[config.mk]
export PLATFORM = sky130hd
export DESIGN_NAME = scan_reader
export DESIGN_NICKNAME = d
export VERILOG_FILES = /design/src/rtl/scan_reader.sv
export SDC_FILE = /design/constraint.sdc
export NUM_CORES = 1
export LEC_CHECK = 0
export CORE_MARGIN = 3
export CORE_UTILIZATION = 35
export DETAILED_ROUTE_END_ITERATION = 6
export PLACE_DENSITY = 0.62
export SLEW_MARGIN = 15
export SYNTH_ARGS = -nofsm -noshare
export SYNTH_HDL_FRONTEND = slang
export SYNTH_SLANG_ARGS = --single-unit
[constraint.sdc]
create_clock -name clk -period 3.05 [get_ports clk]
set_input_delay 0.61 -clock clk [delete_from_list [all_inputs] [get_ports clk]]
set_output_delay 0.61 -clock clk [all_outputs]
set_load 0.01 [all_outputs]
[src/rtl/scan_reader.sv]
// Scans a ROWS x COLS RAM in row-major order and streams each word out through a
// 2-entry skid FIFO with valid/ready handshaking, tagging the final word with m_last.
module scan_reader #(
  parameter int unsigned DATA_WIDTH = 8,
  parameter int unsigned ROWS       = 4,
  parameter int unsigned COLS       = 32
) (
  input  logic                     clk,
  input  logic                     rst,
  input  logic                     start,
  output logic                     busy,
  output logic                     done,
  output logic [$clog2(ROWS)-1:0]  r_row,
  output logic [$clog2(COLS)-1:0]  r_col,
  input  logic [DATA_WIDTH-1:0]    rd_data,
  output logic [DATA_WIDTH-1:0]    m_data,
  output logic                     m_valid,
  input  logic                     m_ready,
  output logic                     m_last
);

  localparam int unsigned RW = $clog2(ROWS);
  localparam int unsigned CW = $clog2(COLS);

  typedef enum logic [1:0] {StIdle, StScan, StDrain} state_e;

  state_e                state_q, state_d;
  logic [RW-1:0]         row_q, row_d;
  logic [CW-1:0]         col_q, col_d;
  logic                  inflight_q, inflight_last_q;
  logic [DATA_WIDTH-1:0] fifo_data_q [2];
  logic                  fifo_last_q [2];
  logic                  wr_ptr_q, rd_ptr_q;
  logic [1:0]            count_q, count_d;
  logic                  done_q, done_d;

  logic                  pop, issue, at_end, head_last;
  logic [2:0]            occ;

  assign m_valid   = (count_q != 2'd0);
  assign head_last = fifo_last_q[rd_ptr_q];
  assign m_data    = m_valid ? fifo_data_q[rd_ptr_q] : '0;
  assign m_last    = m_valid & head_last;
  assign busy      = (state_q != StIdle);
  assign done      = done_q;
  assign r_row     = row_q;
  assign r_col     = col_q;

  assign pop    = m_valid & m_ready;
  assign at_end = (row_q == RW'(ROWS - 1)) && (col_q == CW'(COLS - 1));
  // A word leaving the FIFO this edge frees its slot, which keeps one word per clock
  // under continuous ready while still capping buffered + in-flight at two.
  assign occ    = {1'b0, count_q} + {2'b00, inflight_q} - {2'b00, pop};
  assign issue  = (state_q == StScan) && (occ < 3'd2);

  always_comb begin
    state_d = state_q;
    row_d   = row_q;
    col_d   = col_q;
    done_d  = 1'b0;
    count_d = count_q + {1'b0, inflight_q} - {1'b0, pop};
    unique case (state_q)
      StIdle:  if (start) state_d = StScan;
      StScan:  if (issue && at_end) state_d = StDrain;
      StDrain: begin
        if (pop && head_last) begin
          state_d = StIdle;
          done_d  = 1'b1;
        end
      end
      default: state_d = StIdle;
    endcase
    if (issue) begin
      if (col_q == CW'(COLS - 1)) begin
        col_d = '0;
        row_d = at_end ? '0 : row_q + RW'(1);
      end else begin
        col_d = col_q + CW'(1);
      end
    end
  end

  always_ff @(posedge clk or negedge rst) begin
    if (!rst) begin
      state_q         <= StIdle;
      row_q           <= '0;
      col_q           <= '0;
      inflight_q      <= 1'b0;
      inflight_last_q <= 1'b0;
      fifo_data_q[0]  <= '0;
      fifo_data_q[1]  <= '0;
      fifo_last_q[0]  <= 1'b0;
      fifo_last_q[1]  <= 1'b0;
      wr_ptr_q        <= 1'b0;
      rd_ptr_q        <= 1'b0;
      count_q         <= 2'd0;
      done_q          <= 1'b0;
    end else begin
      state_q         <= state_d;
      row_q           <= row_d;
      col_q           <= col_d;
      inflight_q      <= issue;
      inflight_last_q <= issue & at_end;
      count_q         <= count_d;
      done_q          <= done_d;
      if (inflight_q) begin
        fifo_data_q[wr_ptr_q] <= rd_data;
        fifo_last_q[wr_ptr_q] <= inflight_last_q;
        wr_ptr_q              <= ~wr_ptr_q;
      end
      if (pop) rd_ptr_q <= ~rd_ptr_q;
    end
  end

endmodule
# Word-level counts from Yosys, hierarchy flattened
# Cells that the tools add are included.
# word_totals
in_bits,12
word_cells,68
out_inout_bits,19
regBits,34
# classes
addsub,6
n_lt_le_gt_ge,4
muxes,21
n_reduce_logical,10
eq_ne,7
bitwise_logic,7
# ops
op,n
8-bit two-way mux,5
16-bit bitwise mux,1
8-bit demux with 1-bit select,1
2-bit two-way mux,4
1-bit two-way mux,6
2-bit case mux with 3 select lines,1
5-bit by 1-bit adder with 5-bit output (second input constant),1
5-bit equality test (second input constant),1
1-bit logical AND,5
5-bit two-way mux,1
2-bit equality test (second input constant),2
2-bit greater-or-equal comparator (second input constant),2
2-bit inequality test (second input constant),2
1-bit inverter with 2-bit output,2
2-bit nonzero test,2
2-bit by 1-bit adder with 3-bit output,1
1-bit AND,3
3-bit by 2-bit < comparator with 1-bit output (second input constant),1
3-bit AND reduction,1
3-bit by 1-bit subtractor with 3-bit output,1
2-bit by 1-bit adder with 2-bit output,1
2-bit by 1-bit adder with 2-bit output (second input constant),1
2-bit bitwise mux,1
2-bit by 1-bit equality test with 1-bit output (second input constant),1
other kinds (7),8

# Logic depth before layout (Yosys ltp)
# Gate-level depths: netlist of run 1.
# logic_depth
word_depth,8
mapped_depth,9
ltp_nobuf,9

# Worst setup path before layout of run 1
# No wires, ideal clock.
# synth_timing
path_kind,reg-to-reg
startpoint,register count_q[1]
endpoint,register col_q[3] (netlist: r_col[3])
n_path_buf,0
period_less_slack_ps,2851
stages_incl_launch_ff,10
arrival_time_ps,2774
path_slack_ps,199
setup_ps,78
required_time_ps,2972
cell_sequence,dfrtp_1 -> o21ai_0 -> inv_1 -> ha_1 -> inv_1 -> ha_1 -> fa_1 -> or3b_4 -> or4_1 -> a21boi_1
# synth_via
elab_chain_cells,5
word_cells_on_any_way,6
cone_classes,2 x add/sub; 1 x order compare; 1 x bitwise; 2 x reduce/logical
# synth_rtl
item,line,text
from (decl),34,"logic [1:0] count_q, count_d;"
from (signal assigned),104,count_q <= count_d;
2-bit nonzero test,40,assign m_valid = (count_q != 2'd0);
1-bit AND,49,assign pop = m_valid & m_ready;
named net pop,37,"logic pop, issue, at_end, head_last;"
3-bit by 1-bit subtractor with 3-bit output,53,"assign occ = {1'b0, count_q} + {2'b00, inflight_q} - {2'b00, pop};"
3-bit by 2-bit < comparator with 1-bit output,54,assign issue = (state_q == StScan) && (occ < 3'd2);
1-bit logical AND,54,
to (signal assigned),101,col_q <= col_d;
to (decl),29,"logic [CW-1:0] col_q, col_d;"
# The timed path passes the listed nets, and every way through them passes these cells.
# A chain may end at the register's enable or synchronous reset.

# Worst setup path in the final report of run 1
# layout_timing
startpoint,input port m_ready
endpoint,register col_q[3] (netlist: r_col[3])
# layout_via
elab_chain_cells,4
# layout_rtl
item,line,text
from (decl),18,"input logic m_ready,"
1-bit AND,49,
named net pop,37,
3-bit by 1-bit subtractor with 3-bit output,53,
3-bit by 2-bit < comparator with 1-bit output,54,
1-bit logical AND,54,
# The timed path passes the listed nets, and every way through them passes these cells.

==> reports/metrics.csv, run 1 <==
metric;value;unit
vias;1076;
rr_worst_depth;9;
startpoint_type;input port;
final_nets;183;
track_usage;13.8;%
fp.dieW;72.6;um
num_rows;23;
drive_above_1_share;23.0;%
worst_slew_pin_slew;906;ps
dieHeight;72.6;um
dpl.hpwl;2200;um
holdCritStartpoint;wr_ptr_q$_DFFE_PN0P_;
via_per_inst;5.00;
syn_avg_cell_area;12.5;um^2
ys_ff_latch;34;
hold_viol;0;
clk_latency;280;ps
required;3260;ps
antenna_found_initial;0;
routed_wl;3160;um
worstPathCellList;clkdlybuf4s50_1, o21ai_2, inv_1, ha_1, inv_1, ha_1, fa_1, or3b_4, or4_1, a21boi_1;
worst-path-max-fanout;3;
status;completed;
cp-end-kind;flop;
start_util;37.5;%
syn_to_final_growth;31.0;%
diodes;0;
htreeDepth;2;
fin_crit;2900;ps
rsz0062_at_grt;no;
dieArea;5280;um^2
max_stage_delay;470;ps
grt_max_degree;35;
synth_largest_area_cell;dfrtp_1;
top_level_ports;31;
cts_tree;built;
grt_pass1_vias;1125;
hold_path_end;wr_ptr_q$_DFFE_PN0P_;
cts_made_buffers;5;
hold_depth;1;
total_power;2.21;mW
path_clk_slew;70;ps
clockBufferDepth;2;
place.gp.congestion;0.756;
period_share;95.0;%
grt_remaining_overflow;0;
ctsRootBufferMaster;clkbuf_8;
slowest_stage;or4_1;
synth.top_cell.area_share;54.8;%
drc;0;
leakage;0.942;nW
final_common_cell;dfrtp_1;
r2r-start;count_q[1]$_DFF_PN0_;
first_iter_violations;48;
critical_path_class;input port to flop;
syn_area;1550;um^2
core-area;4140;um^2
synth.net_count;142;
vdd.ir_drop.worst;0.000495;V
yosysWarnings;0;
crit_arrival;3110;ps
final_cell_mix;dfrtp_1 (34), clkdlybuf4s50_1 (30), mux2_2 (21);
final_antenna_net_count;0;
syn-instance-count;124;
nFillCells;383;
min_path_type;flop to flop;
post_drt_wl_per_cell;14.7;um
fin_skew;5.65;ps
setup_violations;0;
io_buffer_count;30;
grt_pass1_wl;5460;um
r2r_setup_slack;340;ps
cts_sinks;34;
firstDrtPassIters;4;
r2r-end;r_col[3]$_DFFE_PN0N_;
yosysSeqAreaShare;54.8;%
power.density;1080;nW/um^2
slew_headroom;39.5;%
synth_cell_types;29;
slew_viol_final;0;
maxCapViolCount;0;
finalSetupTns;0;ps
max_freq;345;MHz
netlist_top_cells_area;dfrtp_1 (55%), mux2_2 (15%), mux2i_1 (5.8%), ha_1 (4.0%), nor2_1 (3.4%);
==> flip-flops by register name (all words and copies together), names as in the netlist <==
register / flops
rd_ptr_q: 1
r_col: 5
count_q: 2
fifo_data_q: 16
done: 1
r_row: 2
inflight_q: 1
fifo_last_q: 2
state_q: 2
inflight_last_q: 1
wr_ptr_q: 1
==> repair_timing <==
| item | CTS | global route |
|---|---|---|
| hold buffers | 0 | 0 |
| buffers inserted | 0 | 0 |
| resized for setup | 0 | 2 |
| hold endpoints to repair | 0 | 0 |
| endpoints found under the setup margin | 0 | 3 |
==> cells by family after synthesis <==
kind of cell,after synthesis,synth area share [%]
muxes,30,21.0
xor gates and xnor gates,4,2.25
DFF,34,54.8
buffers and inverters,9,2.25
AOI/OAI and AO/OA,9,3.70
adders and majority gates,6,5.31
and+or+nand+nor,32,10.7
==> area by class of cell <==
class / instances / area [um^2] / area share [%]
multi-input cells: 81 / 672 / 33.0
inverters: 7 / 26.3 / 1.29
clock inverters: 2 / 10.0 / 0.492
repair buffers: 36 / 345 / 17.0
flip-flops and latches: 34 / 851 / 41.8
clock buffers: 5 / 68.8 / 3.38
well taps: 50 / 62.6 / 3.07
==> layer usage <==
layer	GRT usage [%]	part of all wire, %	up-vias
li1	-	-	505
met3	4.96	7.3	5
met1	16.6	41	528
met4	4.30	1.2	0
met5	0	0	-
met2	22.9	50	38
==> metrics by stage <==
| step | instances | instance area (um^2) | hold WS (ps) | setup WS [ps] | util, % |
|---|---|---|---|---|---|
| 2_1_floorplan | 124 | 1550 | 314 | 199 | - |
| 3_3_place_gp | 208 | 1950 | 476 | -128 | 47.1 |
| 3_5_place_dp | 208 | 1950 | 484 | -174 | 47.1 |
| 4_1_cts | 215 | 2030 | 498 | 115 | 49.0 |
| 5_1_grt | 215 | 2040 | 516 | 21.5 | 49.1 |
| 6_report | 215 | 2040 | 498 | 153 | 49.1 |
==> Yosys cell counts, drive strengths merged <==
library cell	n
mux2	21
nor2b	1
fa	1
dfrtp	34
o211ai	1
nand3	1
and3	2
o21ai	4
clkbuf	1
nor3	2
nor4	1
mux2i	9
o31ai	1
or2	1
buf	1
or3b	2
a21boi	1
o21bai	1
nor2	14
inv	7
nor4bb	1
ha	5
nand2b	3
nand2	3
xnor2	2
a21o	1
xor2	2
or4	1
==> worst max-delay path, delay by kind of cell <==
family	cells	cell delay [ps]
AOI/OAI and AO/OA	2	220
adders and majority gates	3	900
and+or+nand+nor	2	860
buffers and inverters	3	510
==> how the worst max path moves through the flow <==
| stage | startpoint | to | cells past startpoint |
|---|---|---|---|
| finish | m_ready | r_col[3]$_DFFE_PN0N_ | 10 |
| global route | m_ready | r_col[3]$_DFFE_PN0N_ | 10 |
| CTS | m_ready | r_col[3]$_DFFE_PN0N_ | 10 |
| detailed placement | m_ready | r_col[3]$_DFFE_PN0N_ | 10 |
| global placement | m_ready | r_col[3]$_DFFE_PN0N_ | 10 |
| floorplan | count_q[1]$_DFF_PN0_ | r_col[3]$_DFFE_PN0N_ | 9 |
==> report_power, final <==
part / switching, mW / internal, mW
sequential: 0.159 / 0.637
clock: 0.157 / 0.153
combinational: 0.452 / 0.650
total: 0.769 / 1.44
(Power assumes the default switching activity.)
==> inputs of run 2 (changes only) <==
Settings changed: CTS_CLUSTER_SIZE from default to 20.
==> results of run 2 <==
Final layout, timing and power as in run 1 (identical DEF).
